### src/rtl/tprescaler_cfg_ctrl.sv
// Timer prescaler configuration controller.
// Grants prescale-value updates round-robin, holds the granted value in a shadow register
// and applies it only at a safe boundary (disabled, cleared or period wrap). Also runs the
// prescaler counter and produces the registered prescaled tick.
module tprescaler_cfg_ctrl #(
  parameter int unsigned PRESCALER_WIDTH = 8,
  parameter int unsigned NUM_REQ         = 2
) (
  input  logic                               clk_i,
  input  logic                               rst_i,
  input  logic                               enable_i,
  input  logic                               clear_i,
  input  logic                               ref_tick_i,
  input  logic [NUM_REQ-1:0]                 req_valid_i,
  input  logic [NUM_REQ*PRESCALER_WIDTH-1:0] req_value_i,
  output logic [NUM_REQ-1:0]                 req_ready_o,
  output logic [PRESCALER_WIDTH-1:0]         cur_value_o,
  output logic                               pending_o,
  output logic [PRESCALER_WIDTH-1:0]         count_o,
  output logic                               tick_o
);

  localparam int unsigned IdxW = (NUM_REQ > 1) ? $clog2(NUM_REQ) : 1;

  typedef enum logic [0:0] {StIdle, StPending} state_e;

  state_e                     state_q, state_d;
  logic [PRESCALER_WIDTH-1:0] cur_q, cur_d;
  logic [PRESCALER_WIDTH-1:0] cnt_q, cnt_d;
  logic [PRESCALER_WIDTH-1:0] shadow_q, shadow_d;
  logic                       tick_q, tick_d;
  logic [IdxW-1:0]            rr_q, rr_d;

  logic [NUM_REQ-1:0]         grant;
  logic [PRESCALER_WIDTH-1:0] grant_value;
  logic [IdxW-1:0]            next_ptr;
  logic                       found;
  logic                       qual, wrap, apply, transfer;

  // Round-robin grant: first valid requester at or after rr_q; only offered while idle.
  // Depends on valid, state and pointer only, never on the requested value.
  always_comb begin
    grant       = '0;
    grant_value = '0;
    next_ptr    = '0;
    found       = 1'b0;
    if (state_q == StIdle) begin
      for (int unsigned i = 0; i < NUM_REQ; i++) begin
        for (int unsigned r = 0; r < NUM_REQ; r++) begin
          if (!found && req_valid_i[r] && (r == (32'(rr_q) + i) % NUM_REQ)) begin
            found       = 1'b1;
            grant[r]    = 1'b1;
            grant_value = req_value_i[r*PRESCALER_WIDTH +: PRESCALER_WIDTH];
            next_ptr    = IdxW'((r + 1) % NUM_REQ);
          end
        end
      end
    end
  end

  assign qual     = enable_i & ref_tick_i;
  assign wrap     = qual & (cnt_q == cur_q);
  assign apply    = (state_q == StPending) & (~enable_i | clear_i | wrap);
  assign transfer = |grant;

  // Next-state: apply beats clear beats counting; a wrap still ticks even when it applies.
  always_comb begin
    state_d  = state_q;
    cur_d    = cur_q;
    cnt_d    = cnt_q;
    shadow_d = shadow_q;
    rr_d     = rr_q;
    tick_d   = wrap & ~clear_i;

    if (apply) begin
      cur_d   = shadow_q;
      cnt_d   = '0;
      state_d = StIdle;
    end else if (clear_i || wrap) begin
      cnt_d = '0;
    end else if (qual) begin
      cnt_d = cnt_q + PRESCALER_WIDTH'(1);
    end

    // Transfer only happens in idle and apply only in pending, so they never collide.
    if (transfer) begin
      shadow_d = grant_value;
      rr_d     = next_ptr;
      state_d  = StPending;
    end
  end

  // State registers with synchronous active-high reset; a reset drops any pending update.
  always_ff @(posedge clk_i) begin
    if (rst_i) begin
      state_q  <= StIdle;
      cur_q    <= '0;
      cnt_q    <= '0;
      shadow_q <= '0;
      tick_q   <= 1'b0;
      rr_q     <= '0;
    end else begin
      state_q  <= state_d;
      cur_q    <= cur_d;
      cnt_q    <= cnt_d;
      shadow_q <= shadow_d;
      tick_q   <= tick_d;
      rr_q     <= rr_d;
    end
  end

  assign req_ready_o = grant;
  assign cur_value_o = cur_q;
  assign pending_o   = (state_q == StPending);
  assign count_o     = cnt_q;
  assign tick_o      = tick_q;

endmodule

### config.mk
export PLATFORM = sky130hd
export DESIGN_NAME = tprescaler_cfg_ctrl
export DESIGN_NICKNAME = d
export VERILOG_FILES = /design/src/rtl/tprescaler_cfg_ctrl.sv
export SDC_FILE = /design/constraint.sdc
export NUM_CORES = 1
export LEC_CHECK = 0
export ABC_AREA = 1
export CAP_MARGIN = 20
export CORE_UTILIZATION = 50
export CTS_BUF_LIST = sky130_fd_sc_hd__clkbuf_8
export CTS_CLUSTER_SIZE = 8
export DETAILED_ROUTE_END_ITERATION = 10
export HOLD_SLACK_MARGIN = 0.05
export PLACE_DENSITY = 0.95
export SYNTH_ARGS = -nofsm -noshare
export SYNTH_HDL_FRONTEND = slang
export SYNTH_SLANG_ARGS = --single-unit
export TNS_END_PERCENT = 50
### constraint.sdc
create_clock -name clk_i -period 2.8 [get_ports clk_i]
set_clock_uncertainty 0.15 [all_clocks]
set_input_delay 0.56 -clock clk_i [delete_from_list [all_inputs] [get_ports clk_i]]
set_output_delay 0.56 -clock clk_i [all_outputs]
set_load 0.05 [all_outputs]
======== Word-level counts from Yosys, hierarchy flattened ========
Cells that the tools add are included.
operators by class
  muxes and demuxes ....................... 21
  eq/ne operators ......................... 1
  reduce and logical (&&, ||, !) cells .... 16
  bitwise logic cells ..................... 8
  add/sub/neg operators ................... 2
operators by type and width
  operator                                                       count
  32-bit logical NOT                                             2
  8-bit 2-to-1 mux                                               5
  1-bit 2-to-1 mux                                               15
  8-bit by 1-bit adder with 8-bit output, second input constant  1
  8-bit equality test                                            1
  1-bit logical AND                                              7
  1-bit AND                                                      4
  1-bit logical NOT                                              3
  3-bit OR reduction                                             1
  2-bit 2-to-1 mux                                               1
  1-bit NOT                                                      2
  1-bit bitwise OR                                               2
  2-bit nonzero test                                             1
  2-bit OR reduction                                             1
  1-bit adder, second input constant                             1
  1-bit logical OR                                               1
word-level totals
  word-level logic and storage cells ...... 54
  register bits after elaboration ......... 27

======== Logic depth before layout (Yosys ltp) ========
Gate-level depths: netlist of the first run.
  depth in word-level cells ............... 21
  depth in mapped cells ................... 11
  gate-level depth less buffers ........... 10

======== Worst setup path before layout of the first run ========
Ideal clock, no wire load.
  path kind ............................... in2reg
  from .................................... input req_valid_i[0]
  to ...................................... register shadow_q[7]
  setup time .............................. 116 ps
  path slack .............................. 540 ps
  stages on the path ...................... 9
  data arrival time ....................... 1994 ps
  path through ............................ buf_4 -> nand2_1 -> nor2_1 -> inv_1 -> nand2_1 -> inv_2 -> buf_6 -> o21ai_1 -> a21oi_1
RTL lines
  what                             RTL line  text
  start, declared                  14        input logic [NUM_REQ-1:0] req_valid_i,
  1-bit logical AND                50        if (!found && req_valid_i[r] && (r == (32'(rr_q) + i) % NUM_REQ)) begin
  1-bit 2-to-1 mux                 50
  1-bit 2-to-1 mux                 47        if (state_q == StIdle) begin
  1-bit logical NOT                50
  1-bit logical AND (2 in series)  50
  1-bit 2-to-1 mux                 50
  1-bit 2-to-1 mux                 47
  1-bit logical NOT                50
  1-bit logical AND (2 in series)  50
  1-bit 2-to-1 mux (*)             50
  2-bit 2-to-1 mux (*)             47
  net req_ready_o[0]               16        output logic [NUM_REQ-1:0] req_ready_o,
  2-bit OR reduction (*)           64        assign transfer = |grant;
  end signal, assigned             106       shadow_q <= shadow_d;
  end, declared                    30        logic [PRESCALER_WIDTH-1:0] shadow_q, shadow_d;
Mark *: on every way through the listed nets, which the timed path passes. The rest lies on a longest branch. The select of a mux whose other input is x is not followed.
A chain may end at the register's enable or synchronous reset.

======== Worst setup path after layout of the first run ========
  from .................................... input req_valid_i[0]
  to ...................................... output req_ready_o[1]
on the way
  cells in the longest elaborated chain, start to end .. 18
ends and longest elaborated chain
  what                             RTL line
  1-bit logical AND                50
  1-bit 2-to-1 mux                 50
  1-bit 2-to-1 mux                 47
  1-bit logical NOT                50
  1-bit logical AND (2 in series)  50
  1-bit 2-to-1 mux                 50
  1-bit 2-to-1 mux                 47
  1-bit logical NOT                50
  1-bit logical AND (2 in series)  50
  1-bit 2-to-1 mux                 50
  1-bit 2-to-1 mux                 47
  1-bit logical NOT                50
  1-bit logical AND (2 in series)  50
  1-bit 2-to-1 mux (*)             50
  2-bit 2-to-1 mux (*)             47
  end, declared                    16
Mark *: on every way between the ends. The rest lies on a longest branch, timed or not. The select of a mux whose other input is x is not followed.

==> results.cfg, run 1 <==
[sta]
worst_pin_slew_ps = 684.2
min_period_over_period_pct = 88.98
slew_headroom_pct = 54.34
hold_slack_ps = 304.4
max_freq_mhz = 401.4
setup_tns_ps = 0
finalSetupViolCount = 0
rsz0062_at_grt = no
hold_viol_final = 0
finalMaxSlewViolations = 0
post-route-min-period_ps = 2491

[floorplanning]
num_rows = 18
boundaryPins = 43
die-area_um2 = 3044
die_width_um = 55.18
core_area_um2 = 2567
initial_utilization_pct = 55.07
chipHeight_um = 55.18

[power_and_ir_drop]
p_sw_mw = 0.2946
seq_power_share_pct = 47.4
p_total_mw = 0.9131
peakVddDrop_mv = 0.3856
leakage_nw = 0.8036
clock_power_share_pct = 24.0
powerDensity_nw_per_um2 = 481.7
sw_frac_of_total_pct = 32.26
power.internal_mw = 0.6186
combPwrFrac_pct = 28.6

[clock_network]
clkLatencyLatePin_ps = 280
cts_tree = built
clk_pin_slew_ps = 80
cts_setup_buffers = 0
cts.sinks = 27
cts_buffer_depth = 2
cts-htree-levels = 1
numCtsBuffers = 3
cts-resized-gates = 0
cts_hold_buf = 0
cts-root-buf = clkbuf_8

[placed_design]
hpwl_mm = 2.258
port-buffer-count = 42
place.gp.congestion = 0.8370

[layout]
diodes = 0
layout_commonest_cell = clkdlybuf4s50_1
drive_gt1_share_pct = 6.426
final_nets = 274
mostFrequentLayoutCells = 40 x clkdlybuf4s50_1, 35 x inv_1, 30 x nand2_1
area_delta_synth_final_pct = 34.07
fill_cells = 212

[critical_path]
crit_type = primary input to output pin
r2r_slack_ps = 1120
critPathCaptureType = output pin
required_ps = 2090
crit_fanout = 10
critPathLaunchType = primary input
arrival_ps = 1780

[synthesis]
synth_area_um2 = 1414
synth_seq_cells = 27
syn_nets = 231
synth_edf_count = 0
avgSynthCellArea_um2 = 6.830
syn_inst = 207
ys_types = 25
ys_async_sr_fraction_pct = 0
synth_seq_area_share_pct = 38.23
yosysWarnings = 0
synth-main-ff-cell = dfxtp_1

[route]
drt_pass1_iterations = 4
drc_errors = 0
post_drt_wl_per_cell_um = 10.19
drt_iter0_drc = 8
ant_nets = 0
viasPerCell = 4.968
vias = 1386
drt-total-wl_mm = 2.842

[global_routing]
gr-usage-met2_pct = 40.56
grt_pass1_vias = 1168
grt_use_met3_pct = 3.279
grt_start_max_net_pins = 21
antenna_found_initial = 0
grt_pass1_wl_mm = 4.581
top_usage_layer = met2
grt_usage_pct = 21.28
grt_use_met1_pct = 21.96
gr-total-overflow = 0

[run]
maxCapViolCount = 0

[hold_path]
hold_path_class = register to register

[outcome]
status = finished, final reports clean
-- cells in the mapped netlist (2+ instances only) --
library cell / count / area (um2)
xor2_1: 4 / 35.03
nand2_2: 2 / 12.51
buf_2: 3 / 15.01
o2111ai_1: 2 / 17.52
xnor2_1: 5 / 43.79
inv_1: 35 / 131.4
nor3_1: 2 / 10.01
nand3_1: 19 / 95.09
dfxtp_1: 27 / 540.5
buf_6: 2 / 22.52
nand2_1: 30 / 112.6
o21ai_0: 16 / 80.08
nor2_1: 29 / 108.9
a21oi_1: 18 / 90.09
inv_2: 3 / 11.26
-- sequential cells by signal, summed over array words and instances, names as in the netlist --
name and cells:
pending_o 1, rr_q 1, shadow_q 8, count_o 8, cur_value_o 8, tick_o 1
-- logic make-up after synthesis --
family,synth area share [%]
XOR/XNOR,5.575
AND/OR/NAND/NOR,26.02
flip-flops,38.23
buffers and inverters,13.27
multiplexers,0.7080
AO/OA/AOI/OAI,15.31
adder cells (fa/ha/maj),0.8848
-- final timing paths --
path | startpoint | endpoint | cells past startpoint
min reg2reg | shadow_q[2]$_SDFFE_PP0P_ | shadow_q[2]$_SDFFE_PP0P_ | 2
max | req_valid_i[0] | req_ready_o[1] | 5
max reg2reg | count_o[4]$_SDFFE_PP0P_ | cur_value_o[6]$_SDFFE_PP0P_ | 8
min | shadow_q[2]$_SDFFE_PP0P_ | shadow_q[2]$_SDFFE_PP0P_ | 2
-- metrics by stage --
step	std cells	util (%)	setup slack, ps	instance area (um2)
CTS	279	73.83	288.8	1896
detailed placement	275	72.03	287.8	1849
global placement	275	72.03	341.0	1849
floorplan	207	-	540.2	1414
finish	279	73.83	308.6	1896
global route	279	73.83	211.1	1896
-- worst max-delay path, cell delays in order --
cell and delay (ps):
clkdlybuf4s50_1 660, inv_2 80, o21ai_4 210, nor2_2 70, buf_4 190
-- power groups by stage --
stage | clock (mW) | combinational [mW] | sequential [mW]
2_1_floorplan | 0 | 0.133 | 0.485
3_3_place_gp | 0 | 0.256 | 0.440
3_5_place_dp | 0 | 0.262 | 0.441
4_1_cts | 0.226 | 0.263 | 0.433
5_1_grt | 0.237 | 0.287 | 0.436
6_report | 0.219 | 0.261 | 0.433
-- layer usage --
metal,part of all wire [%],vias up
li1,-,736
met1,42,601
met2,52,44
met3,4.0,5
met4,1.9,0
met5,0,-
-- final cells by class --
type | count | area [um2] | share of cell area, %
Tap cell | 30 | 37.54 | 1.980
Multi-Input combinational cell | 136 | 685.7 | 36.17
Sequential cell | 27 | 540.5 | 28.51
Inverter | 38 | 142.6 | 7.525
Timing Repair Buffer | 44 | 442.9 | 23.37
Clock buffer | 3 | 41.29 | 2.178
Clock inverter | 1 | 5.005 | 0.2640
(Power assumes the default switching activity.)
==> inputs of run 2 (changes only) <==
- CELL_PAD_IN_SITES_DETAIL_PLACEMENT: default -> 1
- CELL_PAD_IN_SITES_GLOBAL_PLACEMENT: default -> 1
- CORE_UTILIZATION: 50 -> 36
- CTS_CLUSTER_SIZE: 8 -> default
- SLEW_MARGIN: default -> 20
==> results.cfg, run 2 (synthesized netlist as in run 1, its figures left out) <==
[outcome]
status = finished, final reports clean

[power_and_ir_drop]
powerDensity_nw_per_um2 = 477.3
leakage_nw = 0.8036
peakVddDrop_mv = 0.2072

[floorplanning]
boundaryPins = 43
initial_utilization_pct = 38.05
core_area_um2 = 3716
die_width_um = 64.67
die-area_um2 = 4182
chipHeight_um = 64.67
num_rows = 22

[global_routing]
grt_pass1_wl_mm = 5.968
grt_usage_pct = 18.25
grt_start_max_net_pins = 21
grt_pass1_vias = 1365
gr-total-overflow = 0
antenna_found_initial = 0

[clock_network]
cts_hold_buf = 0
clkLatencyLatePin_ps = 270
clk_pin_slew_ps = 90
cts-resized-gates = 0
cts_setup_buffers = 0
cts.sinks = 27
numCtsBuffers = 3
cts-root-buf = clkbuf_8
cts_tree = built
cts-htree-levels = 1
cts_buffer_depth = 2

[sta]
min_period_over_period_pct = 90.10
hold_slack_ps = 304.1
rsz0062_at_grt = no
worst_pin_slew_ps = 694.8
max_freq_mhz = 396.4
finalMaxSlewViolations = 0
hold_viol_final = 0
post-route-min-period_ps = 2523
slew_headroom_pct = 53.63
finalSetupViolCount = 0
setup_tns_ps = 0

[critical_path]
path_cells = clkdlybuf4s50_1 -> inv_2 -> o21ai_4 -> nor2_2 -> buf_4
arrival_ps = 1810
critPathCaptureType = output pin
cp_slowest_cell = clkdlybuf4s50_1
crit_type = primary input to output pin
path_buf_inv = 3
crit_fanout = 10
required_ps = 2090
slowest_delay_ps = 670
critPathLaunchType = primary input
cp_top_family = buffers and inverters

[route]
drc_errors = 0
drt-total-wl_mm = 3.424
post_drt_wl_per_cell_um = 11.53
viasPerCell = 4.724
drt_iter0_drc = 28
ant_nets = 0
vias = 1403
drt_pass1_iterations = 4

[layout]
diodes = 0
area_delta_synth_final_pct = 35.66
fill_cells = 487
final_nets = 274
layout_commonest_cell = clkdlybuf4s50_1
mostFrequentLayoutCells = 40 x clkdlybuf4s50_1, 35 x inv_1, 30 x nand2_1
drive_gt1_share_pct = 6.426

[run]
maxCapViolCount = 0

[placed_design]
place.gp.congestion = 0.8437
hpwl_mm = 2.739
port-buffer-count = 42

[hold_path]
hold_path_class = register to register
run 2: final timing paths:
kind / slack (ps) / startpoint / endpoint / cells past startpoint
max: 280 / req_valid_i[0] / req_ready_o[1] / 5
min reg2reg: 300 / shadow_q[0]$_SDFFE_PP0P_ / shadow_q[0]$_SDFFE_PP0P_ / 2
max reg2reg: 990 / count_o[4]$_SDFFE_PP0P_ / cur_value_o[0]$_SDFFE_PP0P_ / 8
min: 300 / shadow_q[0]$_SDFFE_PP0P_ / shadow_q[0]$_SDFFE_PP0P_ / 2
run 2: layout make-up:
cell class / count / area [um2] / area share, %
multi-input combinational: 136 / 685.7 / 35.75
sequential: 27 / 540.5 / 28.18
timing repair buffer: 44 / 442.9 / 23.09
inverter: 38 / 142.6 / 7.436
tap: 48 / 60.06 / 3.131
clock buffer: 3 / 41.29 / 2.153
clock inverter: 1 / 5.005 / 0.2609
run 2: worst reg2reg max path, cell delays in order, from the launching register on:
cell and delay, ps:
dfxtp_1 460, xnor2_1 220, nand2_1 90, nor2_1 130, nand3_1 150, nand2_2 270, nand3_1 130, nand2_1 80
nor2_1 40
run 2: per-layer routing:
layer	global-route usage (%)	up-vias	share of wire [%]
met1	19.78	627	43
met5	0	-	0
met3	2.465	5	3.0
met2	35.00	37	52
li1	-	734	-
met4	7.500	0	1.5
run 2: metrics by stage:
stage               cell area [um2]  setup WS (ps)  cells  util, %  power [mW]
detailed placement             1872          266.5    293    50.37      0.7091
floorplan                      1414          540.2    207        -      0.6182
global route                   1918          191.9    297    51.62      0.9675
global placement               1872          331.2    293    50.37      0.7001
CTS                            1918          269.3    297    51.62      0.9267
finish                         1918          277.3    297    51.62      0.9154
run 2: report_power, final:
part	total, mW	leakage, nW	switching, mW	internal [mW]
sequential	0.433	0.221	0.0207	0.413
combinational	0.266	0.557	0.160	0.106
clock	0.216	0.0255	0.116	0.0996
total	0.915	0.804	0.297	0.618
==> inputs of run 3 (changes only) <==
--- a/config.mk
+++ b/config.mk
@@ -15,4 +15,6 @@
 export HOLD_SLACK_MARGIN = 0.05
 export PLACE_DENSITY = 0.95
+export REMOVE_ABC_BUFFERS = 1
+export SKIP_LAST_GASP = 1
 export SLEW_MARGIN = 20
 export SYNTH_ARGS = -nofsm -noshare
--- a/constraint.sdc
+++ b/constraint.sdc
@@ -3,3 +3,3 @@
 set_input_delay 0.56 -clock clk_i [delete_from_list [all_inputs] [get_ports clk_i]]
 set_output_delay 0.56 -clock clk_i [all_outputs]
-set_load 0.05 [all_outputs]
+set_load 0.01 [all_outputs]
==> results.cfg, run 3 (synthesized netlist as in run 1, its figures left out) <==
[critical_path]
r2r_end = cur_value_o[1]$_SDFFE_PP0P_
cpMostUsedCell = clkdlybuf4s50_1
slowest_delay_ps = 560
r2r_slack_ps = 1000
arrival_ps = 1930
path_buf_inv = 2
r2r_cells = 8
critPathCaptureType = output pin
critPathLaunchType = primary input
required_ps = 2090
reg2reg_from = count_o[1]$_SDFFE_PP0P_
path_cells = clkdlybuf4s50_1 -> nand2_2 -> nand2_1 -> nor2_1 -> clkdlybuf4s50_1
cp_top_family = buffers and inverters
crit_type = primary input to output pin
crit_fanout = 2
cp_slowest_cell = clkdlybuf4s50_1

[power_and_ir_drop]
clock_power_share_pct = 26.0
combPwrFrac_pct = 24.4
peakVddDrop_mv = 0.1991
powerDensity_nw_per_um2 = 457.8
p_sw_mw = 0.2627
p_total_mw = 0.8822
power.internal_mw = 0.6195
sw_frac_of_total_pct = 29.78
seq_power_share_pct = 49.6
leakage_nw = 0.8032

[floorplanning]
die-area_um2 = 4182
initial_utilization_pct = 38.05
num_rows = 22
boundaryPins = 43
core_area_um2 = 3716
chipHeight_um = 64.67
die_width_um = 64.67

[route]
wl_met2_mm = 1.957
wl_met1_mm = 1.455
drt_pass1_iterations = 4
drc_errors = 0
drt_iter0_drc = 26
viasPerCell = 4.960
route.met3.wl_um = 125
post_drt_wl_per_cell_um = 12.08
highest_layer = met4
vias = 1483
ant_nets = 0
drt-total-wl_mm = 3.613

[sta]
rsz0062_at_grt = no
max_freq_mhz = 379.1
finalSetupViolCount = 0
slew_headroom_pct = 54.25
fin_ws_ps = 162.4
min_period_over_period_pct = 94.20
hold_viol_final = 0
post-route-min-period_ps = 2638
finalMaxSlewViolations = 0
worst_pin_slew_ps = 685.5

[layout]
drive_gt1_share_pct = 6.375
mostFrequentLayoutCells = 41 x clkdlybuf4s50_1, 35 x inv_1, 30 x nand2_1
fill_cells = 496
seq_area_um2 = 540.5
layout_commonest_cell = clkdlybuf4s50_1
area_delta_synth_final_pct = 36.28
final_nets = 276
multiInputGateArea_um2 = 685.7
stdcell_area_um2 = 1927
diodes = 0
postLayoutCoreUtil_pct = 51.85

[clock_network]
cts.sinks = 27
clkLatencyLatePin_ps = 280
clk_pin_slew_ps = 90
cts_tree = built
cts-root-buf = clkbuf_8
numCtsBuffers = 3
cts_setup_buffers = 0
cts-htree-levels = 1
cts_buffer_depth = 2

[global_routing]
grt_usage_pct = 19.33
grt_pass1_vias = 1474
gr-total-overflow = 0
antenna_found_initial = 0
grt_pass1_wl_mm = 6.272
grt_start_max_net_pins = 18

[hold_path]
hold_depth = 2
hold_path_class = register to register
worstHoldStart = shadow_q[5]$_SDFFE_PP0P_
min_to = shadow_q[5]$_SDFFE_PP0P_

[placed_design]
preCtsSetupSlack_ps = -8.604
place.gp.congestion = 0.8579
port-buffer-count = 42
dpl_cell_area_um2 = 1879
hpwl_mm = 2.885

[outcome]
status = finished, final reports clean

[run]
maxCapViolCount = 0
## run 3: changes by cell type in the layout (fill, tap and decap cells not counted)
cell             change
buf_4                +1
clkinv_2             -1
buf_12               -1
clkinvlp_4           +1
dlygate4sd2_1        +1
clkdlybuf4s50_1      +1
## run 3: power by group through the flow
stage               Clock (mW)  Combinational [mW]  Sequential [mW]
CTS                      0.236               0.218            0.438
global placement             0               0.207            0.445
detailed placement           0               0.217            0.446
finish                   0.229               0.216            0.438
global route             0.250               0.242            0.441
floorplan                    0               0.107            0.449
## run 3: cell type report
class	count	area share, %
Inverter	38	7.403
Timing Repair Buffer	46	23.31
Sequential cell	27	28.05
Clock inverter	1	0.3896
Clock buffer	3	2.143
Multi-Input combinational cell	136	35.58
Tap cell	48	3.117
## run 3: stage by stage
stage	std cells	hold WS [ps]	TNS, ps
5_1_grt	299	339.9	0
3_5_place_dp	295	297.9	-8.604
4_1_cts	299	312.2	0
2_1_floorplan	201	281.3	0
3_3_place_gp	295	289.2	0
6_report	299	308.0	0
## run 3: worst max-delay path by stage
stage | cells past startpoint | endpoint | from
2_1_floorplan | 8 | shadow_q[0]$_SDFFE_PP0P_ | req_valid_i[1]
3_3_place_gp | 4 | req_ready_o[0] | req_valid_i[0]
3_5_place_dp | 4 | req_ready_o[0] | req_valid_i[0]
4_1_cts | 5 | req_ready_o[0] | req_valid_i[1]
5_1_grt | 5 | req_ready_o[0] | req_valid_i[1]
6_report | 5 | req_ready_o[0] | req_valid_i[1]
## run 3: timing repair
action	in CTS	in global routing
hold buffers	0	0
endpoints found under the setup margin	1	0
gates resized for setup	1	0
hold endpoints to repair	0	0
## run 3: worst reg2reg max path: cells and delay by family, from the launching register on
kind	cells	cell delay, ps
xor+xnor	1	200
simple gates	7	910
flops	1	440
## run 3: layer usage
layer | GRT usage (%) | up-vias
li1 | - | 745
met1 | 20.53 | 690
met2 | 36.45 | 41
met3 | 2.817 | 7
met4 | 10.00 | 0
met5 | 0 | -
